==> src/rtl/draw_scheduler.sv <==
// Purpose : per-frame sequencer that shares the VGA plot path between the ball, brick and platform drawers.
// Latency : go reaches the first drawer 2 cycles after frame_tick. Each later slot starts 2 cycles after its predecessor's done.
// Backpressure: a drawer holds its slot until it pulses done. A frame_tick that arrives while busy is dropped and flagged on overrun.
//
// Ports:
//   clk, reset          system clock; asynchronous active-high reset
//   frame_tick          one-cycle frame start pulse
//   client_en[2:0]      drawer enables (0 ball, 1 bricks, 2 plat), sampled at the start of each pass
//   done[2:0]           one-hot completion pulses from the drawers
//   go[2:0]             one-cycle one-hot start pulse to the selected drawer
//   sel[1:0]            draw_mux select; holds its last value while idle
//   iscolour            0 = erase (black) pass, 1 = colour pass
//   inc_enable          one-cycle position-update strobe between the two passes
//   busy                high whenever the sequencer is not idle
//   overrun             one-cycle pulse when a frame_tick is dropped
//   timeout_err[2:0]    sticky per-drawer watchdog flags
//
// Build option: define DRAW_TIMEOUT_EN to add the WAIT watchdog (TIMEOUT cycles, CW-bit counter).
// Without it a drawer may hold WAIT forever and timeout_err is tied low.
module draw_scheduler #(
  parameter int TIMEOUT = 1023,
  parameter int CW      = 10
) (
  input  logic       clk,
  input  logic       reset,
  input  logic       frame_tick,
  input  logic [2:0] client_en,
  input  logic [2:0] done,
  output logic [2:0] go,
  output logic [1:0] sel,
  output logic       iscolour,
  output logic       inc_enable,
  output logic       busy,
  output logic       overrun,
  output logic [2:0] timeout_err
);

  localparam logic [2:0] S_IDLE     = 3'd0;
  localparam logic [2:0] S_SCAN     = 3'd1;
  localparam logic [2:0] S_GO       = 3'd2;
  localparam logic [2:0] S_WAIT     = 3'd3;
  localparam logic [2:0] S_END_PASS = 3'd4;

  // The watchdog counter must be able to reach TIMEOUT.
  if (TIMEOUT < 1 || TIMEOUT >= (1 << CW)) begin : g_timeout_range
    $error("draw_scheduler: TIMEOUT must lie in 1 .. 2**CW-1");
  end

  logic [2:0] state_q, state_d;
  logic [1:0] sel_q, sel_d;
  logic       iscolour_q, iscolour_d;
  logic [2:0] mask_q, mask_d;

  logic [2:0] sel_oh;
  logic       done_sel;
  logic       wd_fire;
  logic       slot_done;

  // One-hot form of sel; sel never takes the value 3.
  always_comb begin
    sel_oh = 3'b000;
    case (sel_q)
      2'd0:    sel_oh = 3'b001;
      2'd1:    sel_oh = 3'b010;
      default: sel_oh = 3'b100;
    endcase
  end

  // Only the done bit of the drawer that owns the slot counts.
  assign done_sel  = |(done & sel_oh);
  assign slot_done = done_sel | wd_fire;

`ifdef DRAW_TIMEOUT_EN
  logic [CW-1:0] wd_cnt_q, wd_cnt_d;
  logic [CW-1:0] wd_cnt_inc;
  logic [2:0]    timeout_err_q, timeout_err_d;

  // wd_cnt_inc is the number of WAIT cycles including the current one,
  // so the slot is retired at the end of the TIMEOUT-th WAIT cycle.
  assign wd_cnt_inc = wd_cnt_q + 1'b1;
  assign wd_fire    = (state_q == S_WAIT) && (wd_cnt_inc == CW'(TIMEOUT));

  always_comb begin
    wd_cnt_d      = wd_cnt_q;
    timeout_err_d = timeout_err_q;
    if (state_q == S_GO) begin
      wd_cnt_d = '0;
    end else if (state_q == S_WAIT) begin
      wd_cnt_d = wd_cnt_inc;
    end
    if (wd_fire && !done_sel) begin
      timeout_err_d = timeout_err_q | sel_oh;
    end
  end

  always_ff @(posedge clk or posedge reset) begin
    if (reset) begin
      wd_cnt_q      <= '0;
      timeout_err_q <= 3'b000;
    end else begin
      wd_cnt_q      <= wd_cnt_d;
      timeout_err_q <= timeout_err_d;
    end
  end

  assign timeout_err = timeout_err_q;
`else
  assign wd_fire     = 1'b0;
  assign timeout_err = 3'b000;
`endif

  always_comb begin
    state_d    = state_q;
    sel_d      = sel_q;
    iscolour_d = iscolour_q;
    mask_d     = mask_q;
    case (state_q)
      S_IDLE: begin
        if (frame_tick) begin
          mask_d     = client_en;
          iscolour_d = 1'b0;
          state_d    = S_SCAN;
        end
      end
      S_SCAN: begin
        // Lowest enabled drawer first: ball, bricks, plat.
        if (mask_q[0]) begin
          sel_d     = 2'd0;
          mask_d[0] = 1'b0;
          state_d   = S_GO;
        end else if (mask_q[1]) begin
          sel_d     = 2'd1;
          mask_d[1] = 1'b0;
          state_d   = S_GO;
        end else if (mask_q[2]) begin
          sel_d     = 2'd2;
          mask_d[2] = 1'b0;
          state_d   = S_GO;
        end else begin
          state_d = S_END_PASS;
        end
      end
      S_GO: begin
        state_d = S_WAIT;
      end
      S_WAIT: begin
        if (slot_done) begin
          state_d = S_SCAN;
        end
      end
      S_END_PASS: begin
        if (!iscolour_q) begin
          iscolour_d = 1'b1;
          mask_d     = client_en;
          state_d    = S_SCAN;
        end else begin
          iscolour_d = 1'b0;
          state_d    = S_IDLE;
        end
      end
      default: begin
        state_d = S_IDLE;
      end
    endcase
  end

  always_ff @(posedge clk or posedge reset) begin
    if (reset) begin
      state_q    <= S_IDLE;
      sel_q      <= 2'd0;
      iscolour_q <= 1'b0;
      mask_q     <= 3'b000;
    end else begin
      state_q    <= state_d;
      sel_q      <= sel_d;
      iscolour_q <= iscolour_d;
      mask_q     <= mask_d;
    end
  end

  assign go         = (state_q == S_GO) ? sel_oh : 3'b000;
  assign sel        = sel_q;
  assign iscolour   = iscolour_q;
  assign inc_enable = (state_q == S_END_PASS) && !iscolour_q;
  assign busy       = (state_q != S_IDLE);
  // Covers the END_PASS cycle that returns to IDLE: that tick is lost too.
  assign overrun    = frame_tick && (state_q != S_IDLE);

endmodule

==> config.mk <==
export PLATFORM = sky130hd
export DESIGN_NAME = draw_scheduler
export DESIGN_NICKNAME = d
export VERILOG_FILES = /design/src/rtl/draw_scheduler.sv
export SDC_FILE = /design/constraint.sdc
export NUM_CORES = 1
export LEC_CHECK = 0
export ABC_AREA = 1
export CAP_MARGIN = 10
export CORE_ASPECT_RATIO = 0.6
export CORE_UTILIZATION = 25
export CTS_CLUSTER_DIAMETER = 100
export DETAILED_ROUTE_END_ITERATION = 10
export PLACE_DENSITY = 0.57
export SYNTH_ARGS = -nofsm -noshare
export SYNTH_HDL_FRONTEND = slang
export SYNTH_SLANG_ARGS = --single-unit
==> constraint.sdc <==
create_clock -name clk -period 1.8 [get_ports clk]
set_input_delay 0.36 -clock clk [delete_from_list [all_inputs] [get_ports clk]]
set_output_delay 0.36 -clock clk [all_outputs]
set_load 0.005 [all_outputs]
# Yosys cells after proc, flatten, opt, wreduce, memory -nomap -nowiden
# Index checks and enable logic that the tools add are counted.
dict set report op_classes {
  muxes 20
  n_reduce_logical 16
  n_eq_ne 10
  bitwise 1
}
# cell count
set op_table {}
lappend op_table {{3-bit 2-to-1 mux} 8}
lappend op_table {{3-bit case mux with 5 select lines} 1}
lappend op_table {{2-bit inequality test, second input constant} 5}
lappend op_table {{3-bit case mux with 3 select lines} 1}
lappend op_table {{3-bit nonzero test} 3}
lappend op_table {{2-bit 2-to-1 mux} 4}
lappend op_table {{3-bit by 2-bit == test with 1-bit output, second input constant} 2}
lappend op_table {{3-bit case mux with 2 select lines} 1}
lappend op_table {{2-bit AND reduction} 3}
lappend op_table {{5-bit AND reduction} 1}
lappend op_table {{1-bit 2-to-1 mux} 4}
lappend op_table {{4-bit AND reduction} 1}
lappend op_table {{3-bit bitwise AND} 1}
lappend op_table {{3-bit by 1-bit == test with 1-bit output, second input constant} 1}
lappend op_table {{3-bit == test, second input constant} 1}
lappend op_table {{3-bit logical NOT} 1}
lappend op_table {{3-bit AND reduction} 1}
lappend op_table {{3-bit OR reduction} 1}
lappend op_table {{2-bit by 1-bit == test with 1-bit output, second input constant} 1}
lappend op_table {{1-bit logical AND} 2}
lappend op_table {{2-bit logical NOT} 1}
lappend op_table {{1-bit case mux with 2 select lines} 1}
lappend op_table {{2-bit nonzero test} 1}
lappend op_table {{1-bit logical NOT} 1}
dict set report totals {
  ff_bits 9
  wordCells 53
}

# Longest topological paths before layout
# Gate-level depths: netlist of run 1.
dict set report depth {
  depth_word 6
  depth_mapped 7
}

# Least setup slack after synthesis of run 1
# Ideal clock, no wire load.
dict set report synth_timing {
  path_kind {register to output}
  start {reg state_q[0]}
  end {out go[0]}
  setup_slack_ns 0.550
  n_path_buf 0
  stages_incl_launch_ff 4
  t_arrival_ns 0.890
  path_cell_list {dfrtp_1 > nor3_1 > inv_1 > nor3_1}
}
dict set report synth_between {
  elab_chain_len 2
}
# element line
set synth_lines {}
lappend synth_lines {{start, declared} 49} ;# logic [2:0] state_q, state_d;
lappend synth_lines {{start signal, assigned} 174} ;# state_q <= state_d;
lappend synth_lines {{3-bit by 2-bit == test with 1-bit output} 181} ;# assign go = (state_q == S_GO) ? sel_oh : 3'b000;
lappend synth_lines {{3-bit 2-to-1 mux} 181}
lappend synth_lines {{end, declared} 29} ;# output logic [2:0] go,
# Every way passes these cells.

# Worst setup path after layout of run 1
dict set report layout_timing {
  start {reg state_q[1]}
  end {out go[0]}
}
# The elaborated chain is that of the path after synthesis.

==> impl_metrics.ini, run 1 <==
[run_status]
status = finished clean

[synthesis]
synth.area.top_cells = dfrtp_1, nand2_1, inv_1
synth_seq_cells = 9
ys.flop_type = dfrtp_1
syn_avg_cell_area_um2 = 7.41
synthArstFlopShare_pct = 100
yosys-top-cells-count = nand2_1, inv_1, dfrtp_1
synth_warnings = 0
synth_edf_count = 0
yosysMostFrequentCell = nand2_1
synth_area_um2 = 563
syn_inst = 76
yosysTopAreaCellShare_pct = 40.0
seq_area_frac_synth_pct = 40.0
synth_largest_area_cell = dfrtp_1
yosysUniqueCellTypes = 20

[timing]
fin_tns_setup_ns = 0
period_minus_slack_ns = 1.71
rsz0062_at_grt = no
finalCritPeriodShare_pct = 95.0
fmax_ghz = 0.585
drv_slew = 0
finalSetupViolCount = 0
holdWs_ns = 0.390
final.setup_skew_ns = 0.00161
finalHoldViolCount = 0

[floorplan]
rows = 12
core_mm2 = 0.00198
dieArea_mm2 = 0.00245
die-height_um = 38.8
die_w_um = 63.3
initial_core_util_pct = 28.4
design.portCount = 21

[detailed_routing]
routed-wl-met2_um = 577
first_pass_iters = 4
drc_errors = 0
dr_total_vias = 566
maxUsedRoutingLayer = met4
met3_length_um = 105
vias_per_cell = 4.26
drt-met1-wl_um = 683
routedWlPerCell_um = 10.3
ant_nets = 0
dr.first_iter.drc_count = 32
wl_um = 1370

[critical_path]
crit_slowest_cell = dfrtp_1
worst_ep_required_time_ns = 1.44
worstPathMaxFanout = 3
path_class = reg2out
worst_path_largest_cell_delay_ns = 0.35
reg2reg_to = mask_q[1]
rr_startpoint = state_q[0]
r2r_setup_slack_ns = 0.46
end_kind = output pin
worstSetupStartpointType = flop
worst-r2r-cell-count = 10
arrival_ns = 1.35
crit_path_start = state_q[1]
crit_chain = buf_4 > inv_1 > nor3_2 > inv_1 > buf_4 > nor3_2 > buf_2

[grt]
first_global_vias = 514
grt_max_degree = 10
antenna_found_initial = 0
grt_first_pass_wirelength_um = 2260
grt_usage_pct = 13.2
grt-ovfl-total = 0

[final_layout]
multi_input_area_um2 = 290
syn2layout_area_growth_pct = 56.0
drive_gt1_share_pct = 25.7
final_area_um2 = 878
nNetsFinal = 115
final_util_pct = 44.3
register_area_um2 = 225
fill_cells = 219
finalNonFillerCells = 133
antenna_cells = 0

[power_and_ir_drop]
ir_drop_mv = 0.502
powerDensity_mw_per_mm2 = 1690
p_leak_nw = 0.451

[clock_network]
cts_tree = yes
clock-sinks = 9
numCtsBuffers = 3
cts-root-buf = clkbuf_8
clock_path_buffers = 2
cts_htree_levels = 1
clk_latency_ns = 0.23
clk_pin_slew_worst_paths_ns = 0.04

[run]
maxCapViolations = 0

[placed_design]
dp_hpwl_um = 1010
placed_cells = 124
gp_congestion = 0.758
dpl_cell_area_um2 = 783
port_buffers = 17

[hold_path]
hp-class = in2async
==> power breakdown <==
part           switching [mW]  internal [mW]  leakage (nW)
clock                  0.0810          0.154        0.0228
combinational           0.464          0.404         0.315
sequential             0.0847          0.296         0.114
==> flip-flops by register name, indices dropped and copies added, names as in the netlist <==
name and count:
mask_q 3, sel 2, iscolour 1, state_q 3
==> final cells by class <==
cell class | instances | area share [%]
clock buffer | 4 | 5.13
timing repair buffer | 26 | 26.2
inverter | 14 | 5.98
tap | 28 | 3.99
multi-input combinational | 52 | 33.0
sequential | 9 | 25.6
==> placed cells by master, fill, tap and decap left out, types with 2 or more instances in the layout <==
cell type	count
dfrtp_1	9
nand2_1	16
clkdlybuf4s50_1	11
conb_1	3
nor3_2	4
nor2_1	4
dlygate4sd2_1	3
nand3_2	2
o21ai_0	2
inv_1	13
clkbuf_8	3
buf_4	8
nand3_1	8
a21oi_1	3
nor2_2	2
nor2_4	2
==> how the worst max path moves through the flow <==
stage                     endpoint  slack, ns  cells after the start
after CTS                    go[1]      -0.04                      7
final                        go[0]       0.09                      7
after global routing         go[0]      0.004                      7
after floorplan              go[0]       0.55                      3
after global placement     overrun      -0.06                      3
after detailed placement   overrun      -0.09                      3
==> layer usage <==
layer	vias to the layer above	track usage, %
met5	-	0
met4	0	5.11
met1	249	14.9
met3	2	6.47
met2	19	21.8
li1	296	-
==> per-stage QoR <==
step,power [mW],worst slack [ns]
finish,1.48,0.0908
global route,1.63,0.00381
CTS,1.46,-0.0356
detailed placement,1.15,-0.0921
global placement,1.13,-0.0611
floorplan,0.849,0.550
==> worst max-delay path, delay by kind of cell, from the launching register on <==
family,cells,cell delay [ns]
AND/OR/NAND/NOR,2,0.22
flip-flops,1,0.35
buffers and inverters,5,0.55
==> kinds of logic after synthesis <==
logic type,share of synthesized area [%]
DFF,40.0
and+or+nand+nor,36.9
AOI/OAI and AO/OA,9.11
other,0.666
buffers and inverters,13.3
==> timing repair <==
item	in CTS	in global routing
pin swaps	1	1
hold buffers	0	0
setup endpoints to repair	6	4
resized for setup	11	5
buffers inserted	4	1
Power figures use the tool's default switching activity.
==> run 2, diff against run 1 <==
--- a/config.mk
+++ b/config.mk
@@ -8,6 +8,7 @@
 export ABC_AREA = 1
 export CAP_MARGIN = 10
 export CORE_ASPECT_RATIO = 0.6
+export CORE_MARGIN = 10
 export CORE_UTILIZATION = 25
 export CTS_CLUSTER_DIAMETER = 100
 export DETAILED_ROUTE_END_ITERATION = 10
==> impl_metrics.ini, run 2 (same netlist as run 1, synthesis figures left out) <==
[run_status]
status = finished clean

[floorplan]
initial_core_util_pct = 26.2
design.portCount = 21
rows = 13
die_w_um = 81.3
dieArea_mm2 = 0.00461
die-height_um = 56.8
core_mm2 = 0.00215

[detailed_routing]
met3_length_um = 129
drc_errors = 0
ant_nets = 0
dr.first_iter.drc_count = 15
dr_total_vias = 578
wl_um = 1500
routedWlPerCell_um = 10.8
drt-met1-wl_um = 709
routed-wl-met2_um = 641
vias_per_cell = 4.19
first_pass_iters = 4
maxUsedRoutingLayer = met4

[clock_network]
cts_hold_buf = 0
clk_latency_ns = 0.23
clk_pin_slew_worst_paths_ns = 0.04
cts_htree_levels = 1
cts-root-buf = clkbuf_8
clock-sinks = 9
numCtsBuffers = 3
cts_tree = yes
clock_path_buffers = 2

[critical_path]
arrival_ns = 1.37
worst-r2r-cell-count = 9
reg2reg_to = mask_q[2]
r2r_setup_slack_ns = 0.30
worst_ep_required_time_ns = 1.44
path_class = reg2out
rr_startpoint = state_q[0]
end_kind = output pin
worstSetupStartpointType = flop
worstPathMaxFanout = 3

[final_layout]
final_util_pct = 41.9
final_cell_mix = nand2_1, inv_1, buf_4
syn2layout_area_growth_pct = 59.8
nNetsFinal = 118
final_common_cell = nand2_1
fill_cells = 242
drive_gt1_share_pct = 27.8
antenna_cells = 0

[grt]
antenna_found_initial = 0
grt_usage_pct = 6.82
first_global_vias = 532
grt_first_pass_wirelength_um = 2530
grt-ovfl-total = 0
grt_max_degree = 10

[timing]
finalSetupViolCount = 0
drv_slew = 0
rsz0062_at_grt = yes
final.setup_skew_ns = 0.00286
fmax_ghz = 0.580
fin_tns_setup_ns = 0
finalHoldViolCount = 0
finalCritPeriodShare_pct = 95.8
period_minus_slack_ns = 1.73

[placed_design]
port_buffers = 17
gp_congestion = 0.739
dp_hpwl_um = 1180

[power_and_ir_drop]
powerDensity_mw_per_mm2 = 1670
p_leak_nw = 0.452
ir_drop_mv = 0.746

[hold_path]
hp-class = in2async

[run]
maxCapViolations = 0
-- run 2: cell types whose count changed in the layout (fill, tap and decap cells not counted) --
| cell | change |
|---|---|
| buf_2 | -1 |
| buf_4 | +4 |
| buf_6 | -1 |
| clkdlybuf4s15_1 | +1 |
| clkdlybuf4s15_2 | +1 |
| dfrtp_1 | -1 |
| dfrtp_2 | +1 |
| dlymetal6s2s_1 | -1 |
| nor3_1 | +1 |
| nor3_2 | -1 |
-- run 2: how the worst max path moves through the flow --
stage / from / to / slack (ns) / depth (start not counted)
CTS: state_q[1] / go[1] / -0.009 / 6
global route: state_q[0] / go[0] / -0.02 / 5
global placement: frame_tick / overrun / -0.08 / 3
detailed placement: frame_tick / overrun / -0.12 / 3
finish: state_q[1] / overrun / 0.07 / 5
floorplan: state_q[0] / go[0] / 0.55 / 3
-- run 2: power by group --
group          total (mW)  switching (mW)  leakage [nW]  internal, mW
clock network       0.228          0.0744        0.0228         0.154
registers           0.382          0.0833         0.113         0.299
logic               0.895           0.462         0.316         0.434
total                1.51           0.619         0.452         0.886
-- run 2: timing repair --
action | in CTS | in global routing
buffers inserted | 4 | 3
pin swaps | 1 | 0
resized for setup | 10 | 5
hold endpoints to repair | 0 | 0
cloned | 0 | 0
setup endpoints to repair | 6 | 2
-- run 2: metal layers --
layer  global-route usage, %  vias to the layer above
met5                       0                        -
met4                    2.95                        0
met3                    3.81                        3
met2                    9.20                       16
met1                    8.51                      261
li1                        -                      298
-- run 2: worst max-delay path, stage by stage, from the launching register on --
cell	delay, ns
dfrtp_1	0.38
buf_4	0.15
buf_4	0.14
nor2_4	0.12
a21boi_0	0.09
dlygate4sd2_1	0.27
-- run 2: final cells by class --
cell class / count / area, µm² / area share, %
multi-input combinational: 52 / 285 / 31.7
clock buffer: 4 / 45.0 / 5.01
timing repair buffer: 29 / 253 / 28.1
inverter: 14 / 52.6 / 5.84
tap: 30 / 37.5 / 4.17
sequential: 9 / 226 / 25.2
-- run 2: stage by stage --
step                cells  hold WS, ns  instance area [µm²]  power [mW]  setup WS, ns
detailed placement    127        0.467                  793        1.17        -0.116
floorplan              78        0.188                  571       0.849         0.550
global placement      127        0.453                  793        1.16       -0.0819
global route          138        0.416                  900        1.66       -0.0250
finish                138        0.382                  900        1.51        0.0747
CTS                   135        0.390                  870        1.46      -0.00877
